[src/rtl/epcs_rope_arbiter_if.sv]
// Requester fetch ports, EPCS flash pins and BUSY of the rope-image arbiter.
// The arbiter connects through the slave modport; the requester/flash side uses master.
interface epcs_rope_arbiter_if;
    logic        AGC_REQ;
    logic [15:0] AGC_ADDR;
    logic        AGC_ACK;
    logic [15:0] AGC_DATA;
    logic        DBG_REQ;
    logic [15:0] DBG_ADDR;
    logic        DBG_ACK;
    logic [15:0] DBG_DATA;
    logic        EPCS_CSN;
    logic        EPCS_DCLK;
    logic        EPCS_ASDI;
    logic        EPCS_DATA;
    logic        BUSY;

    modport slave (
        input  AGC_REQ, AGC_ADDR, DBG_REQ, DBG_ADDR, EPCS_DATA,
        output AGC_ACK, AGC_DATA, DBG_ACK, DBG_DATA,
        output EPCS_CSN, EPCS_DCLK, EPCS_ASDI, BUSY
    );

    modport master (
        output AGC_REQ, AGC_ADDR, DBG_REQ, DBG_ADDR, EPCS_DATA,
        input  AGC_ACK, AGC_DATA, DBG_ACK, DBG_DATA,
        input  EPCS_CSN, EPCS_DCLK, EPCS_ASDI, BUSY
    );
endinterface

[src/rtl/epcs_rope_arbiter.sv]
// Shares the EPCS rope-image flash between the AGC fetch port (priority) and a debug port,
// one SPI READ of one 16-bit word per grant. Optional one-word cache: EPCS_LASTWORD_CACHE_EN.
module epcs_rope_arbiter #(
    parameter int unsigned CLK_DIV   = 2,
    parameter logic [23:0] BASE_ADDR = 24'h080000
) (
    input logic                SIM_CLK,
    input logic                SIM_RST,
    epcs_rope_arbiter_if.slave bus
);
    localparam int unsigned      DIV_W    = (CLK_DIV > 1) ? $clog2(CLK_DIV) : 1;
    localparam logic [DIV_W-1:0] DIV_LAST = DIV_W'(CLK_DIV - 1);
    localparam logic [5:0]       BIT_RD   = 6'd32;
    localparam logic [5:0]       BIT_LAST = 6'd47;
    localparam logic [7:0]       CMD_READ = 8'h03;

    typedef enum logic [2:0] {S_IDLE, S_SEL, S_SHIFT, S_DONE, S_GAP} state_t;

    state_t           r_state;
    logic [DIV_W-1:0] r_div;
    logic [5:0]       r_bit;
    logic [47:0]      r_frame;
    logic [15:0]      r_word;
    logic             r_gnt_dbg;
    logic             r_csn;
    logic             r_dclk;
    logic             r_busy;
    logic             r_agc_ack;
    logic             r_dbg_ack;
    logic [15:0]      r_agc_data;
    logic [15:0]      r_dbg_data;

    logic             w_req_any;
    logic [15:0]      w_req_addr;
    logic [23:0]      w_byte_addr;
    logic             w_div_end;
    logic             w_last_fall;

    assign w_req_any   = bus.AGC_REQ | bus.DBG_REQ;
    assign w_req_addr  = bus.AGC_REQ ? bus.AGC_ADDR : bus.DBG_ADDR;
    assign w_byte_addr = BASE_ADDR + {7'd0, w_req_addr, 1'b0};
    assign w_div_end   = (r_div == DIV_LAST);
    // Falling DCLK closing period 47: the word register is complete at this point.
    assign w_last_fall = (r_state == S_SHIFT) && w_div_end && r_dclk && (r_bit == BIT_LAST);

`ifdef EPCS_LASTWORD_CACHE_EN
    logic        r_c_valid;
    logic        r_hit;
    logic [23:0] r_c_addr;
    logic [23:0] r_c_tag;
    logic [15:0] r_c_word;
    logic        w_hit;

    assign w_hit = r_c_valid && (r_c_tag == w_byte_addr);

    // NOTE: tag, word and pending address are pure storage qualified by r_c_valid, so only the
    // valid bit is reset; leaving them out of the async-reset block keeps them plain enable flops.
    always_ff @(posedge SIM_CLK) begin
        if (r_state == S_IDLE && w_req_any) r_c_addr <= w_byte_addr;
        if (w_last_fall) begin
            r_c_tag  <= r_c_addr;
            r_c_word <= r_word;
        end
    end
`endif

    // NOTE: all state below uses non-blocking assignments so every register samples the
    // pre-edge values of the others, which is what makes the shift/sample ordering correct.
    always_ff @(posedge SIM_CLK or negedge SIM_RST) begin
        if (!SIM_RST) begin
            r_state    <= S_IDLE;
            r_div      <= '0;
            r_bit      <= '0;
            r_frame    <= '0;
            r_word     <= '0;
            r_gnt_dbg  <= 1'b0;
            r_csn      <= 1'b1;
            r_dclk     <= 1'b0;
            r_busy     <= 1'b0;
            r_agc_ack  <= 1'b0;
            r_dbg_ack  <= 1'b0;
            r_agc_data <= '0;
            r_dbg_data <= '0;
`ifdef EPCS_LASTWORD_CACHE_EN
            r_c_valid  <= 1'b0;
            r_hit      <= 1'b0;
`endif
        end else begin
            r_agc_ack <= 1'b0;
            r_dbg_ack <= 1'b0;
            case (r_state)
                S_IDLE: begin
                    if (w_req_any) begin
                        r_gnt_dbg <= ~bus.AGC_REQ;
                        r_frame   <= {CMD_READ, w_byte_addr, 16'h0000};
                        r_div     <= '0;
                        r_bit     <= '0;
                        r_busy    <= 1'b1;
`ifdef EPCS_LASTWORD_CACHE_EN
                        r_hit     <= w_hit;
                        if (w_hit) begin
                            r_state <= S_DONE;
                            if (bus.AGC_REQ) begin
                                r_agc_ack  <= 1'b1;
                                r_agc_data <= r_c_word;
                            end else begin
                                r_dbg_ack  <= 1'b1;
                                r_dbg_data <= r_c_word;
                            end
                        end else begin
                            r_state <= S_SEL;
                            r_csn   <= 1'b0;
                        end
`else
                        r_state   <= S_SEL;
                        r_csn     <= 1'b0;
`endif
                    end
                end
                S_SEL: begin
                    r_div <= r_div + 1'b1;
                    if (w_div_end) begin
                        r_div   <= '0;
                        r_state <= S_SHIFT;
                    end
                end
                S_SHIFT: begin
                    r_div <= r_div + 1'b1;
                    if (w_div_end) begin
                        r_div  <= '0;
                        r_dclk <= ~r_dclk;
                        if (!r_dclk) begin
                            if (r_bit >= BIT_RD) r_word <= {r_word[14:0], bus.EPCS_DATA};
                        end else if (w_last_fall) begin
                            r_state <= S_DONE;
                            r_csn   <= 1'b1;
`ifdef EPCS_LASTWORD_CACHE_EN
                            r_c_valid <= 1'b1;
`endif
                            if (r_gnt_dbg) begin
                                r_dbg_ack  <= 1'b1;
                                r_dbg_data <= r_word;
                            end else begin
                                r_agc_ack  <= 1'b1;
                                r_agc_data <= r_word;
                            end
                        end else begin
                            // ASDI advances together with the falling DCLK, so it is stable across the next rise.
                            r_bit   <= r_bit + 1'b1;
                            r_frame <= {r_frame[46:0], 1'b0};
                        end
                    end
                end
                S_DONE: begin
`ifdef EPCS_LASTWORD_CACHE_EN
                    if (r_hit) begin
                        r_state <= S_IDLE;
                        r_busy  <= 1'b0;
                    end else begin
                        r_state <= S_GAP;
                        r_div   <= '0;
                    end
`else
                    r_state <= S_GAP;
                    r_div   <= '0;
`endif
                end
                S_GAP: begin
                    r_div <= r_div + 1'b1;
                    if (w_div_end) begin
                        r_div   <= '0;
                        r_state <= S_IDLE;
                        r_busy  <= 1'b0;
                    end
                end
                default: r_state <= S_IDLE;
            endcase
        end
    end

    assign bus.EPCS_CSN  = r_csn;
    assign bus.EPCS_DCLK = r_dclk;
    assign bus.EPCS_ASDI = r_frame[47];
    assign bus.AGC_ACK   = r_agc_ack;
    assign bus.AGC_DATA  = r_agc_data;
    assign bus.DBG_ACK   = r_dbg_ack;
    assign bus.DBG_DATA  = r_dbg_data;
    assign bus.BUSY      = r_busy;
endmodule

[src/flat_wrapper.sv]
// flat-port wrapper written by rule: the top's interface ports become plain ports
module epcs_rope_arbiter_flat 
#(
    parameter int unsigned CLK_DIV   = 2,
    parameter logic [23:0] BASE_ADDR = 24'h080000
)
  (SIM_CLK, SIM_RST, bus_AGC_REQ, bus_AGC_ADDR, bus_DBG_REQ, bus_DBG_ADDR, bus_EPCS_DATA, bus_AGC_ACK, bus_AGC_DATA, bus_DBG_ACK, bus_DBG_DATA, bus_EPCS_CSN, bus_EPCS_DCLK, bus_EPCS_ASDI, bus_BUSY);
  epcs_rope_arbiter_if bus_i ();
  input logic SIM_CLK;
  input logic SIM_RST;
  input wire logic [$bits(bus_i.AGC_REQ)-1:0] bus_AGC_REQ;
  input wire logic [$bits(bus_i.AGC_ADDR)-1:0] bus_AGC_ADDR;
  input wire logic [$bits(bus_i.DBG_REQ)-1:0] bus_DBG_REQ;
  input wire logic [$bits(bus_i.DBG_ADDR)-1:0] bus_DBG_ADDR;
  input wire logic [$bits(bus_i.EPCS_DATA)-1:0] bus_EPCS_DATA;
  output wire logic [$bits(bus_i.AGC_ACK)-1:0] bus_AGC_ACK;
  output wire logic [$bits(bus_i.AGC_DATA)-1:0] bus_AGC_DATA;
  output wire logic [$bits(bus_i.DBG_ACK)-1:0] bus_DBG_ACK;
  output wire logic [$bits(bus_i.DBG_DATA)-1:0] bus_DBG_DATA;
  output wire logic [$bits(bus_i.EPCS_CSN)-1:0] bus_EPCS_CSN;
  output wire logic [$bits(bus_i.EPCS_DCLK)-1:0] bus_EPCS_DCLK;
  output wire logic [$bits(bus_i.EPCS_ASDI)-1:0] bus_EPCS_ASDI;
  output wire logic [$bits(bus_i.BUSY)-1:0] bus_BUSY;
  assign bus_i.AGC_REQ = bus_AGC_REQ;
  assign bus_i.AGC_ADDR = bus_AGC_ADDR;
  assign bus_i.DBG_REQ = bus_DBG_REQ;
  assign bus_i.DBG_ADDR = bus_DBG_ADDR;
  assign bus_i.EPCS_DATA = bus_EPCS_DATA;
  assign bus_AGC_ACK = bus_i.AGC_ACK;
  assign bus_AGC_DATA = bus_i.AGC_DATA;
  assign bus_DBG_ACK = bus_i.DBG_ACK;
  assign bus_DBG_DATA = bus_i.DBG_DATA;
  assign bus_EPCS_CSN = bus_i.EPCS_CSN;
  assign bus_EPCS_DCLK = bus_i.EPCS_DCLK;
  assign bus_EPCS_ASDI = bus_i.EPCS_ASDI;
  assign bus_BUSY = bus_i.BUSY;
  epcs_rope_arbiter #(.CLK_DIV(CLK_DIV), .BASE_ADDR(BASE_ADDR)) u_core (.SIM_CLK(SIM_CLK), .SIM_RST(SIM_RST), .bus(bus_i));
endmodule
[config.mk]
export PLATFORM = sky130hd
export DESIGN_NAME = epcs_rope_arbiter_flat
export DESIGN_NICKNAME = d
export VERILOG_FILES = /design/src/rtl/epcs_rope_arbiter_if.sv /design/src/rtl/epcs_rope_arbiter.sv /design/src/flat_wrapper.sv
export SDC_FILE = /design/constraint.sdc
export NUM_CORES = 1
export LEC_CHECK = 0
export ABC_AREA = 1
export CORE_MARGIN = 2
export CORE_UTILIZATION = 40
export DETAILED_ROUTE_END_ITERATION = 8
export GPL_TIMING_DRIVEN = 0
export PLACE_DENSITY = 0.72
export SYNTH_ARGS = -nofsm -noshare
export SYNTH_HDL_FRONTEND = slang
export SYNTH_SLANG_ARGS = --single-unit
[constraint.sdc]
create_clock -name SIM_CLK -period 4 [get_ports SIM_CLK]
set_input_delay 0.4 -clock SIM_CLK [delete_from_list [all_inputs] [get_ports SIM_CLK]]
set_output_delay 0.4 -clock SIM_CLK [all_outputs]
set_load 0.01 [all_outputs]
; Word level (Yosys, flattened, before mapping)
; Cells that the tools add are included.
; Widths: inputs -> output; s select.
[word_totals]
regBits = 112
inputBits = 37
word_cells = 89
[op_classes]
add_sub_neg = 3
magnitude_cmp = 1
eq_ne = 12
mux = 38
bitwise = 4
reduce_logical = 18
[op_table]
columns = cell, n
row1 = $mux 48, 4
row2 = $pmux 48 s2, 1
row3 = $mux 6, 4
row4 = $add 20x17->21 const A, 1
row5 = $reduce_and 5->1, 4
row6 = $mux 3, 6
row7 = $mux 1, 17
row8 = $mux 16, 1
row9 = $pmux 3 s5, 1
row10 = $ne 2x1->1 const B, 6
row11 = $pmux 6 s2, 1
row12 = $add 6x1->6 const B, 1
row13 = $eq 3x2->1 const B, 2
row14 = $eq 6x6->1 const B, 1
row15 = $ge 6x6->1 const B, 1
row16 = $reduce_and 2->1, 3
row17 = $reduce_and 6->1, 1
row18 = $pmux 1 s2, 2
row19 = $reduce_and 4->1, 1
row20 = $reduce_bool 2->1, 2
row21 = $eq 3x1->1 const B, 1
row22 = $eq 3x3->1 const B, 1
row23 = $logic_and 1x1->1, 3
row24 = $logic_not 3->1, 1
row25 = other kinds (8), 10

; Longest topological paths before layout
; Gate-level depths: netlist of run 1.
[depth]
ltp_word = 8
ltp_mapped = 9

; Least setup slack after synthesis of run 1
; No wires, ideal clock.
[synth_timing]
kind = flip-flop to flip-flop
from = register u_core.r_bit[0]
to = register u_core.r_frame[17]
setup_time_ns = 0.120
arrival_ns = 1.341
required_ns = 3.880
setup_slack_ns = 2.540
stages_incl_launch_ff = 10
n_path_buf = 2
path_cell_list = dfrtp_1 ha_1 nand3_1 nor2_1 nand2_2 nand2_4 buf_6 buf_8 nand2_1 o21ai_2
[synth_via]
elab_chain_cells = 4
[synth_lines]
columns = item, line_no
row1 = from (decl), epcs_rope_arbiter.sv:21  ; logic [5:0] r_bit;
row2 = from (signal assigned), epcs_rope_arbiter.sv:149  ; r_bit <= r_bit + 1'b1;
row3 = $eq 6x6->1, epcs_rope_arbiter.sv:44  ; assign w_last_fall = (r_state == S_SHIFT) && w_div_end && r_dclk && (r_bit == BIT_LAST);
row4 = $logic_and 1x1->1, epcs_rope_arbiter.sv:44
row5 = $ne 2x2->1 (no line), --
row6 = $reduce_and 5->1 (no line), --
row7 = to (signal assigned), epcs_rope_arbiter.sv:95  ; r_frame <= {CMD_READ, w_byte_addr, 16'h0000};
row8 = to (signal assigned), epcs_rope_arbiter.sv:150  ; r_frame <= {r_frame[46:0], 1'b0};
row9 = to (decl), epcs_rope_arbiter.sv:22  ; logic [47:0] r_frame;
; Every way passes these cells.
; A chain may end at the register's enable or synchronous reset.

; Worst setup path after layout of run 1
[layout_timing]
from = input bus_AGC_REQ
to = register u_core.r_frame[27]
[layout_via]
elab_chain_cells = 4
elab_cells_between_ends = 7
cone_classes = add/sub (1) / eq/ne (1) / mux (3) / bitwise (1) / reduce/logical (1)
[layout_lines]
columns = item, line_no
row1 = from (decl), flat_wrapper.sv:11  ; input wire logic [$bits(bus_i.AGC_REQ)-1:0] bus_AGC_REQ;
row2 = $mux 16, epcs_rope_arbiter.sv:40  ; assign w_req_addr = bus.AGC_REQ ? bus.AGC_ADDR : bus.DBG_ADDR;
row3 = $add 20x17->21, epcs_rope_arbiter.sv:41  ; assign w_byte_addr = BASE_ADDR + {7'd0, w_req_addr, 1'b0};
row4 = $mux 48, epcs_rope_arbiter.sv:93  ; if (w_req_any) begin
row5 = $pmux 48 s2, epcs_rope_arbiter.sv:91  ; case (r_state)
; Several ways; a longest one is shown, not always the timed one. The select of a mux whose other input is x is not followed.

==> qor.csv, run 1 <==
metric;value;unit
Sw Pwr;381;uW
Post-synth ARST share;100;%
fin worst setup slack;2.13;ns
sw frac;22.8;%
Clock Latency Late Sink;0.36;ns
nets@finish;603;
CTS tree;yes;
critical path peak fanout;10;
max-cap violations;0;
Hold Crit Class;in -> async;
htree depth;3;
ys flop type;dfrtp_1;
fill cell count;955;
core box area;10300;um^2
vias in the first global route;3330;
syn nets;517;
# port buffers;74;
Root Buffer;clkbuf_8;
kind of critical path;in -> reg;
status;complete, no violations;
Setup Viol. Count Final;0;
met3 GRT Util;2.51;%
Resized Gates After CTS;0;
Die Width;107;um
CP endpoint kind;register;
pwr/cell area;313;nW/um^2
Leak Pwr;2.43;nW
Die Area;11300;um^2
routability cong.;0.774;
gr ovfl total;0;
pre-CTS WS;1.76;ns
Synth cell types;28;
first-pass GRT wire length;16000;um
Fmax;0.536;GHz
DRC;0;
n_diodes;0;
CTS max path bufs;2;
Fin. Hold Viols;0;
routing usage on met1;24.1;%
Tmin final;1.87;ns
Overall Global Routing Usage;17.8;%
Synth Warn #;0;
setup TNS;0;ns
worst r2r path cells;6;
Critical Path RT;4.30;ns
Sinks on Clock Net;95;
Routed Antenna Nets;0;
Seq cells post-synth;95;
non-filler cells, final;704;
FP Rows;37;
Internal;1.29;mW
Final Cycle Share;46.7;%
layer with the highest usage;met2;
vias;3449;
final wirelength;9470;um
placed insts;689;
I/O pins;75;
Post-CTS Setup Inserts;0;
utilization after layout;51.9;%
clock power share;38.3;%
Sequential Power Share;57.5;%
Worst-path clk slew;0.10;ns
CTS Buf Count;9;
fin. max-slew vios;0;
DIE HEIGHT;107;um
register area share after synthesis;56.6;%
drt pass-1 iters;4;
pin count of the biggest net entering global routing;56;
RSZ-0062 raised after global routing;no;
1st-iter DRT viols;225;
Slew headroom;61.2;%
Critical Path Source Type;input pin;
Arr. time, crit path;2.17;ns
DP HPWL;6780;um
Synth Instances;478;
share of layout cells above drive strength 1;12.0;%
EDFF count, synth;0;
synthesized area;4200;um^2
# hold bufs at CTS;0;
Vias per Instance;4.90;
DR WL/cell;13.5;um
average size of a mapped cell;8.80;um^2
Setup Skew;0.0128;ns
initial antenna violation count;0;
Comb power frac;4.2;%
Initial Util;40.9;%
Area Growth Syn to Fin;26.9;%
grt met2 use;29.3;%
Slew @ Worst Pin;0.582;ns
VDD IR max;191;uV
Pwr Total;1.67;mW
cells in the final DEF (no fill, tap or decap), types with 3 or more instances in the layout:
master           synthesis  final
nand2_1                181    181
nor2_1                  11     11
clkbuf_8                 0      9
dfrtp_1                 94     94
xor2_1                   3      3
o211ai_1                15     15
o21ai_1                 21     21
nand4_1                  3      3
nand3_1                 13     13
or2_2                   15     15
o21ai_2                 10     10
clkdlybuf4s50_1          0     73
clkbuf_1                 9      9
inv_1                   29     29
buf_2                   10     10
o21ai_0                 41     41
state kept, by name, indices dropped and copies added (netlist names):
register / count
u_core.bus.EPCS_DCLK: 1
u_core.r_frame: 31
u_core.r_state: 3
u_core.r_gnt_dbg: 1
u_core.r_div: 1
u_core.bus.DBG_DATA: 16
u_core.bus.EPCS_CSN: 1
u_core.bus.BUSY: 1
u_core.r_bit: 6
u_core.bus.AGC_DATA: 16
u_core.bus.DBG_ACK: 1
u_core.bus.AGC_ACK: 1
u_core.r_word: 16
power by group through the flow:
stage	logic [mW]	registers, mW	clock network, mW
after CTS	0.0725	0.960	0.643
after detailed placement	0.0724	0.979	0
after global placement	0.0673	0.980	0
after global routing	0.0784	0.960	0.683
final	0.0705	0.960	0.639
after floorplan	0.0115	0.979	0
layer usage:
metal	up-vias	wire [um]
met5	-	0
met4	0	140
met3	11	336
met2	69	4620
met1	1671	4380
li1	1698	-
cell type report:
type	count	area, um^2	share of cell area (%)
buffer	23	136	2.56
multi-input combinational	329	1570	29.5
tap	136	170	3.19
sequential	95	2380	44.6
clock inverter	6	71.3	1.34
inverter	31	116	2.18
clock buffer	9	124	2.32
timing repair buffer	75	766	14.4
worst max-delay path: stages:
cell and delay [ns]:
clkdlybuf4s50_1 0.66, inv_2 0.15, nand2_1 0.11, nand3_2 0.15, nand2_2 0.14, nand2_4 0.07
inv_2 0.12, buf_2 0.23, nand2_1 0.07, nand2_1 0.07
Yosys cell counts (2+ instances only):
library cell / instances / share of area, %
nand2_1: 181 / 16
dfrtp_1: 94 / 56
o21ai_0: 41 / 4.9
inv_1: 29 / 2.6
o21ai_1: 21 / 2.5
o211ai_1: 15 / 2.7
or2_2: 15 / 2.2
nand3_1: 13 / 1.5
nor2_1: 11 / 0.98
buf_2: 10 / 1.2
o21ai_2: 10 / 2.1
clkbuf_1: 9 / 0.80
nand4_1: 3 / 0.45
xor2_1: 3 / 0.63
a21oi_1: 2 / 0.24
buf_6: 2 / 0.54
buf_8: 2 / 0.71
ha_1: 2 / 0.60
inv_2: 2 / 0.18
nand2_2: 2 / 0.30
nand2_4: 2 / 0.54
nor2_2: 2 / 0.30
nor2_4: 2 / 0.54
logic make-up (layout without fill, tap and decap cells):
family	after synthesis	count (layout)	synth area share, %
muxes	1	1	0.238
adders and majority gates	2	2	0.595
DFF	95	95	56.6
xor gates and xnor gates	3	3	0.625
AOI/OAI and AO/OA	89	89	12.4
buffers and inverters	54	144	6.01
and+or+nand+nor	234	234	23.6
path summary, 6_finish.rpt:
| kind | slack (ns) | from | to |
|---|---|---|---|
| min | 0.02 | SIM_RST | u_core.r_frame[25] |
| min in group SIM_CLK | 0.48 | u_core.bus.EPCS_CSN | u_core.bus.EPCS_CSN |
| max in group asynchronous | 3.33 | SIM_RST | u_core.r_word[13] |
| max reg2reg | 2.18 | u_core.r_bit[0] | u_core.bus.AGC_DATA[8] |
| max | 2.13 | bus_AGC_REQ | u_core.r_frame[27] |
| min reg2reg | 0.48 | u_core.bus.EPCS_CSN | u_core.bus.EPCS_CSN |
metrics by stage:
| step | hold slack, ns | instance area (um^2) |
|---|---|---|
| global placement | 0.458 | 5110 |
| floorplan | 0.104 | 4200 |
| global route | 0.0550 | 5340 |
| finish | 0.0157 | 5340 |
| CTS | 0.0365 | 5340 |
| detailed placement | 0.429 | 5140 |
Note: power is estimated with default switching activity, not from simulation.
==> inputs of run 2 (changes only) <==
--- a/config.mk
+++ b/config.mk
@@ -10,7 +10,7 @@
 export CORE_UTILIZATION = 40
 export DETAILED_ROUTE_END_ITERATION = 8
 export GPL_TIMING_DRIVEN = 0
-export PLACE_DENSITY = 0.72
+export PLACE_DENSITY = 0.75
 export SYNTH_ARGS = -nofsm -noshare
 export SYNTH_HDL_FRONTEND = slang
 export SYNTH_SLANG_ARGS = --single-unit
==> constraint.sdc (replaced) <==
create_clock -name SIM_CLK -period 1.5 [get_ports SIM_CLK]
set_input_delay 0.15 -clock SIM_CLK [delete_from_list [all_inputs] [get_ports SIM_CLK]]
set_output_delay 0.15 -clock SIM_CLK [all_outputs]
set_load 0.01 [all_outputs]
==> qor.csv, run 2 (same netlist as run 1, synthesis figures left out) <==
metric;value;unit;change
status;finished with violations;;
failing checks;setup timing;;
Reg with most FFs;u_core.r_frame;;
Final Cycle Share;101;%;
nets@finish;623;;+3.3%
Vias per Instance;4.95;;+1.0%
Die Width;107;um;unchanged
Critical Path Source Type;register;;
Leak Pwr;2.62;nW;+7.8%
Setup Skew;0.0111;ns;-0.00175 ns
Pwr Total;4.32;mW;+160%
Setup Viol. Count Final;6;;+6
DRC;0;;unchanged
Arr. time, crit path;1.81;ns;-0.36 ns
pwr/cell area;763;nW/um^2;+140%
core box area;10300;um^2;unchanged
I/O pins;75;;unchanged
Die Area;11300;um^2;unchanged
1st-iter DRT viols;171;;-24%
vias in the first global route;3510;;+5.4%
WHS;0.288;ns;+0.272 ns
DR WL/cell;14.3;um;+6.0%
kind of critical path;reg -> reg;;
htree depth;3;;unchanged
most frequent cells in the layout;nand2_1, dfrtp_1, clkdlybuf4s50_1;;
worst setup path endpoint;u_core.r_frame[34];;
drt pass-1 iters;4;;unchanged
# port buffers;74;;unchanged
vias;3588;;+4.0%
DIE HEIGHT;107;um;unchanged
Hold Crit Class;in -> async;;
final wirelength;10300;um;+9.1%
pin count of the biggest net entering global routing;62;;+11%
Sinks on Clock Net;95;;unchanged
fin. max-slew vios;0;;unchanged
routability cong.;0.788;;+1.8%
setup slack, reg-to-reg;-0.01;ns;-2.19 ns
critical path peak fanout;10;;unchanged
FP Rows;37;;unchanged
crit path launch;u_core.r_bit[1];;
VDD IR max;430;uV;+130%
Clock Latency Late Sink;0.37;ns;about the same
share of layout cells above drive strength 1;18.3;%;+6.4 points
Slew headroom;68.0;%;+6.8 points
CTS Buf Count;9;;unchanged
RSZ-0062 raised after global routing;yes;;
reg2reg end;u_core.r_frame[34];;
initial antenna violation count;0;;unchanged
Root Buffer;clkbuf_8;;
gr ovfl total;0;;unchanged
Routed Antenna Nets;0;;unchanged
Slew @ Worst Pin;0.480;ns;-0.102 ns
Critical Path RT;1.80;ns;-2.50 ns
max-cap violations;0;;unchanged
CP endpoint kind;register;;
Overall Global Routing Usage;18.4;%;+0.63 points
worst r2r path cells;9;;+3
CTS tree;yes;;
Reg-to-Reg Start;u_core.r_bit[1];;
number of flip-flops in the largest register;31;;unchanged
first-pass GRT wire length;16600;um;+3.9%
Initial Util;40.9;%;unchanged
commonest non-fill, non-tap cell in the layout;nand2_1;;
Tmin final;1.51;ns;
n_diodes;0;;unchanged
Fin. Hold Viols;0;;unchanged
DP HPWL;6790;um;+0.11%
fin worst setup slack;-0.0148;ns;-2.15 ns
Area Growth Syn to Fin;34.8;%;
Worst-path clk slew;0.09;ns;about the same
CTS max path bufs;2;;unchanged
Fmax;0.660;GHz;
-- run 2: cell count changes in the layout (fill, tap and decap cells not counted), sizes merged, moves of 2 or more --
cell,previous run,this run
buf,16,35
clkdlybuf4s50,73,68
clkinv,2,0
dlygate4sd2,0,3
dlymetal6s2s,0,2
inv,32,34
-- run 2: worst min path at each step --
stage | startpoint | end | slack [ns] | cells after the start
detailed placement | SIM_RST | u_core.r_frame[25] | 0.14 | 1
global route | SIM_RST | u_core.r_frame[20] | 0.31 | 2
finish | SIM_RST | u_core.r_frame[25] | 0.29 | 2
CTS | SIM_RST | u_core.r_frame[28] | 0.28 | 2
floorplan | SIM_RST | u_core.bus.AGC_ACK | -0.15 | 0
global placement | u_core.bus.EPCS_CSN | u_core.bus.EPCS_CSN | 0.46 | 2
-- run 2: repair_timing --
action	in CTS	in global routing
hold buffers	1	0
pin swaps	6	2
resized for setup	35	33
cloned	1	1
buffers inserted	10	7
endpoints found under the hold margin	33	0
setup endpoints to repair	86	89
-- run 2: routing by layer --
layer | global-route usage [%] | vias up | routed length (um)
met2 | 29.6 | 73 | 5180
met3 | 3.68 | 16 | 405
li1 | - | 1734 | -
met1 | 24.4 | 1765 | 4580
met5 | 0 | - | 0
met4 | 7.51 | 0 | 170
-- run 2: critical path: stages (launching register included) --
cell	delay (ns)
dfrtp_1	0.41
ha_4	0.18
nand3_4	0.11
nor2_4	0.14
nand2_2	0.08
nand2_4	0.09
buf_8	0.15
buf_8	0.15
nand2_1	0.07
o21ai_2	0.05
-- run 2: through the flow --
stage / area (um^2) / std cells / setup TNS, ns / setup WS [ns] / util (%)
after floorplan: 4200 / 478 / 0 / 0.0400 / -
after CTS: 5510 / 717 / -0.0228 / -0.0146 / 53.6
after detailed placement: 5140 / 689 / -23.92 / -0.522 / 50.0
after global routing: 5670 / 725 / -3.22 / -0.0956 / 55.1
after global placement: 5110 / 688 / -313.15 / -3.11 / 49.8
final: 5670 / 725 / -0.0344 / -0.0148 / 55.1
-- run 2: cell type report --
class	instances	area, um^2
Inverter	31	116
Buffer	23	221
Sequential cell	95	2380
Timing Repair Buffer	95	951
Clock buffer	10	128
Tap cell	136	170
Multi-Input combinational cell	329	1650
Fill cell	889	4610
Clock inverter	6	51.3
-- run 2: power breakdown --
part / internal, mW / switching (mW) / leakage, nW
Combinational: 0.105 / 0.0845 / 1.23
Clock: 0.626 / 0.945 / 0.0814
Sequential: 2.56 / 0.000281 / 1.31
Total: 3.29 / 1.03 / 2.62
==> inputs of run 3 (changes only) <==
--- a/config.mk
+++ b/config.mk
@@ -6,7 +6,7 @@
 export NUM_CORES = 1
 export LEC_CHECK = 0
 export ABC_AREA = 1
-export CORE_MARGIN = 2
+export CAP_MARGIN = 20
 export CORE_UTILIZATION = 40
 export DETAILED_ROUTE_END_ITERATION = 8
 export GPL_TIMING_DRIVEN = 0
==> qor.csv, run 3 (same netlist as run 1, synthesis figures left out) <==
metric;value;unit;change
status;finished with violations;;
failing checks;setup timing;;
first-pass GRT wire length;17100;um;+2.9%
Sequential Power Share;55.8;%;-3.5 points
kind of critical path;reg -> reg;;
Slew headroom;65.7;%;-2.4 points
critical path peak fanout;8;;-2
pin count of the biggest net entering global routing;57;;-8.1%
final wirelength;10300;um;about the same
CP endpoint kind;register;;
routability cong.;0.797;;+1.2%
Comb power frac;4.2;%;-0.2 points
highest-delay cell along the critical path;dfrtp_1;;
Root Buffer;clkbuf_8;;
1st-iter DRT viols;216;;+26%
CTS Buf Count;9;;unchanged
setup slack, reg-to-reg;-0.02;ns;about the same
number of flip-flops in the largest register;31;;unchanged
clock power share;40.0;%;+3.6 points
Hold Crit Class;in -> async;;
DRC;0;;unchanged
vias in the first global route;3487;;-0.66%
fin worst setup slack;-0.0199;ns;-0.00510 ns
core box area;10300;um^2;unchanged
Final Cell Area;5790;um^2;+2.2%
placed inst area;5140;um^2;unchanged
CTS max path bufs;2;;unchanged
DP HPWL;6760;um;-0.37%
Vias per Instance;4.85;;-1.9%
Pwr Total;4.59;mW;+6.1%
worst setup path endpoint;u_core.bus.DBG_DATA[2];;
Die Width;105;um;-1.9%
Reg with most FFs;u_core.r_frame;;
VDD IR max;407;uV;-5.3%
n_diodes;0;;unchanged
Arr. time, crit path;1.77;ns;-0.04 ns
crit-path max cell delay;0.43;ns;+0.02 ns
Tmin final;1.52;ns;+0.00510 ns
most frequent cells in the layout;nand2_1, dfrtp_1, clkdlybuf4s50_1;;
gr ovfl total;0;;unchanged
Critical Path RT;1.75;ns;-0.05 ns
Slew @ Worst Pin;0.515;ns;+0.0354 ns
DR WL/cell;14.3;um;+0.39%
Worst-path clk slew;0.10;ns;about the same
Buffers & Inverters on Critical Path;2;;unchanged
FP Rows;37;;unchanged
WP depth;8;;-1
reg2reg end;u_core.bus.DBG_DATA[2];;
worst r2r path cells;8;;-1
Reg-to-Reg Start;u_core.r_bit[1];;
Final Cycle Share;101;%;+0.34 points
vias;3505;;-2.3%
htree depth;3;;unchanged
Fin. Hold Viols;0;;unchanged
commonest non-fill, non-tap cell in the layout;nand2_1;;
nets@finish;621;;-0.32%
sw frac;21.7;%;-2.2 points
CTS tree;yes;;
share of layout cells above drive strength 1;21.8;%;+3.5 points
Initial Util;40.9;%;unchanged
Die Area;10900;um^2;-3.7%
fin. max-slew vios;0;;unchanged
Setup Viol. Count Final;1;;-5
Critical Path Source Type;register;;
Sinks on Clock Net;95;;unchanged
Fmax;0.658;GHz;-0.34%
pwr/cell area;792;nW/um^2;+3.9%
DIE HEIGHT;105;um;-1.9%
Clock Latency Late Sink;0.36;ns;about the same
fill cell count;877;;-1.3%
Internal;3.59;mW;+9.2%
Area Growth Syn to Fin;37.7;%;
Routed Antenna Nets;0;;unchanged
# port buffers;74;;unchanged
worst-path cell chain;ha_4 > nand3_4 > nor2_4 > nand3b_1 > buf_6 > clkbuf_16 > nand2_4 > o21ai_1;;
Sw Pwr;993;uW;-3.5%
Leak Pwr;2.72;nW;+3.7%
WHS;0.291;ns;+0.00377 ns
drt pass-1 iters;4;;unchanged
I/O pins;75;;unchanged
initial antenna violation count;0;;unchanged
crit path launch;u_core.r_bit[1];;
utilization after layout;56.3;%;+1.2 points
Overall Global Routing Usage;19.7;%;+1.3 points
crit-path leading delay family;flip-flops;;
max-cap violations;0;;unchanged
RSZ-0062 raised after global routing;yes;;
Setup Skew;0.00932;ns;-0.00175 ns
==> run 3: worst min-delay path by stage <==
stage,from,endpoint,slack [ns]
finish,SIM_RST,u_core.bus.AGC_DATA[12],0.29
global route,SIM_RST,u_core.bus.AGC_DATA[12],0.34
CTS,SIM_RST,u_core.bus.AGC_DATA[12],0.32
detailed placement,SIM_RST,u_core.bus.AGC_DATA[12],0.17
global placement,u_core.r_frame[27],u_core.r_frame[27],0.46
floorplan,SIM_RST,u_core.bus.AGC_ACK,-0.15
==> run 3: cell type report <==
class / count / area, um^2 / share of cell area, %
plain buffers: 23 / 226 / 3.91
clock buffers: 9 / 124 / 2.14
clock inverters: 6 / 86.3 / 1.49
inverters: 31 / 116 / 2.01
multi-input cells: 329 / 1740 / 30.0
flip-flops and latches: 95 / 2380 / 41.1
well taps: 136 / 170 / 2.94
repair buffers: 93 / 946 / 16.3
==> run 3: power by group through the flow <==
stage	Combinational (mW)	Clock, mW	Sequential, mW
floorplan	0.0308	0	2.61
global placement	0.179	0	2.61
detailed placement	0.193	0	2.61
CTS	0.195	1.84	2.56
global route	0.213	1.96	2.56
finish	0.191	1.83	2.56
==> run 3: timing repair <==
action | 4_1_cts | 5_1_grt
cloned | 2 | 1
setup buffers | 11 | 3
endpoints found under the setup margin | 88 | 86
endpoints found under the hold margin | 38 | 0
gates resized for setup | 34 | 70
hold buffers | 1 | 0
pin swaps | 7 | 2
==> run 3: worst register-to-register path: cells and delay by family (launching register included) <==
kind | cells | cell delay (ns)
adders and majority gates | 1 | 0.18
DFF | 1 | 0.43
and+or+nand+nor | 4 | 0.39
AOI/OAI and AO/OA | 1 | 0.07
buffers and inverters | 2 | 0.34
==> run 3: per-layer routing <==
metal  vias to the layer above  track usage [%]  wire length, um
li1                       1734                -                -
met1                      1679             27.6             4690
met2                        83             31.6             5070
met3                         9             4.07              438
met4                         0             3.98              130
met5                         -                0                0
==> run 3: per-stage QoR <==
| step | TNS [ns] | cells | setup slack, ns |
|---|---|---|---|
| after floorplan | 0 | 478 | 0.0400 |
| after global placement | -306.02 | 688 | -3.05 |
| after detailed placement | -23.47 | 689 | -0.468 |
| after CTS | 0 | 718 | 0.00799 |
| after global routing | -1.43 | 722 | -0.0851 |
| final | -0.0199 | 722 | -0.0199 |
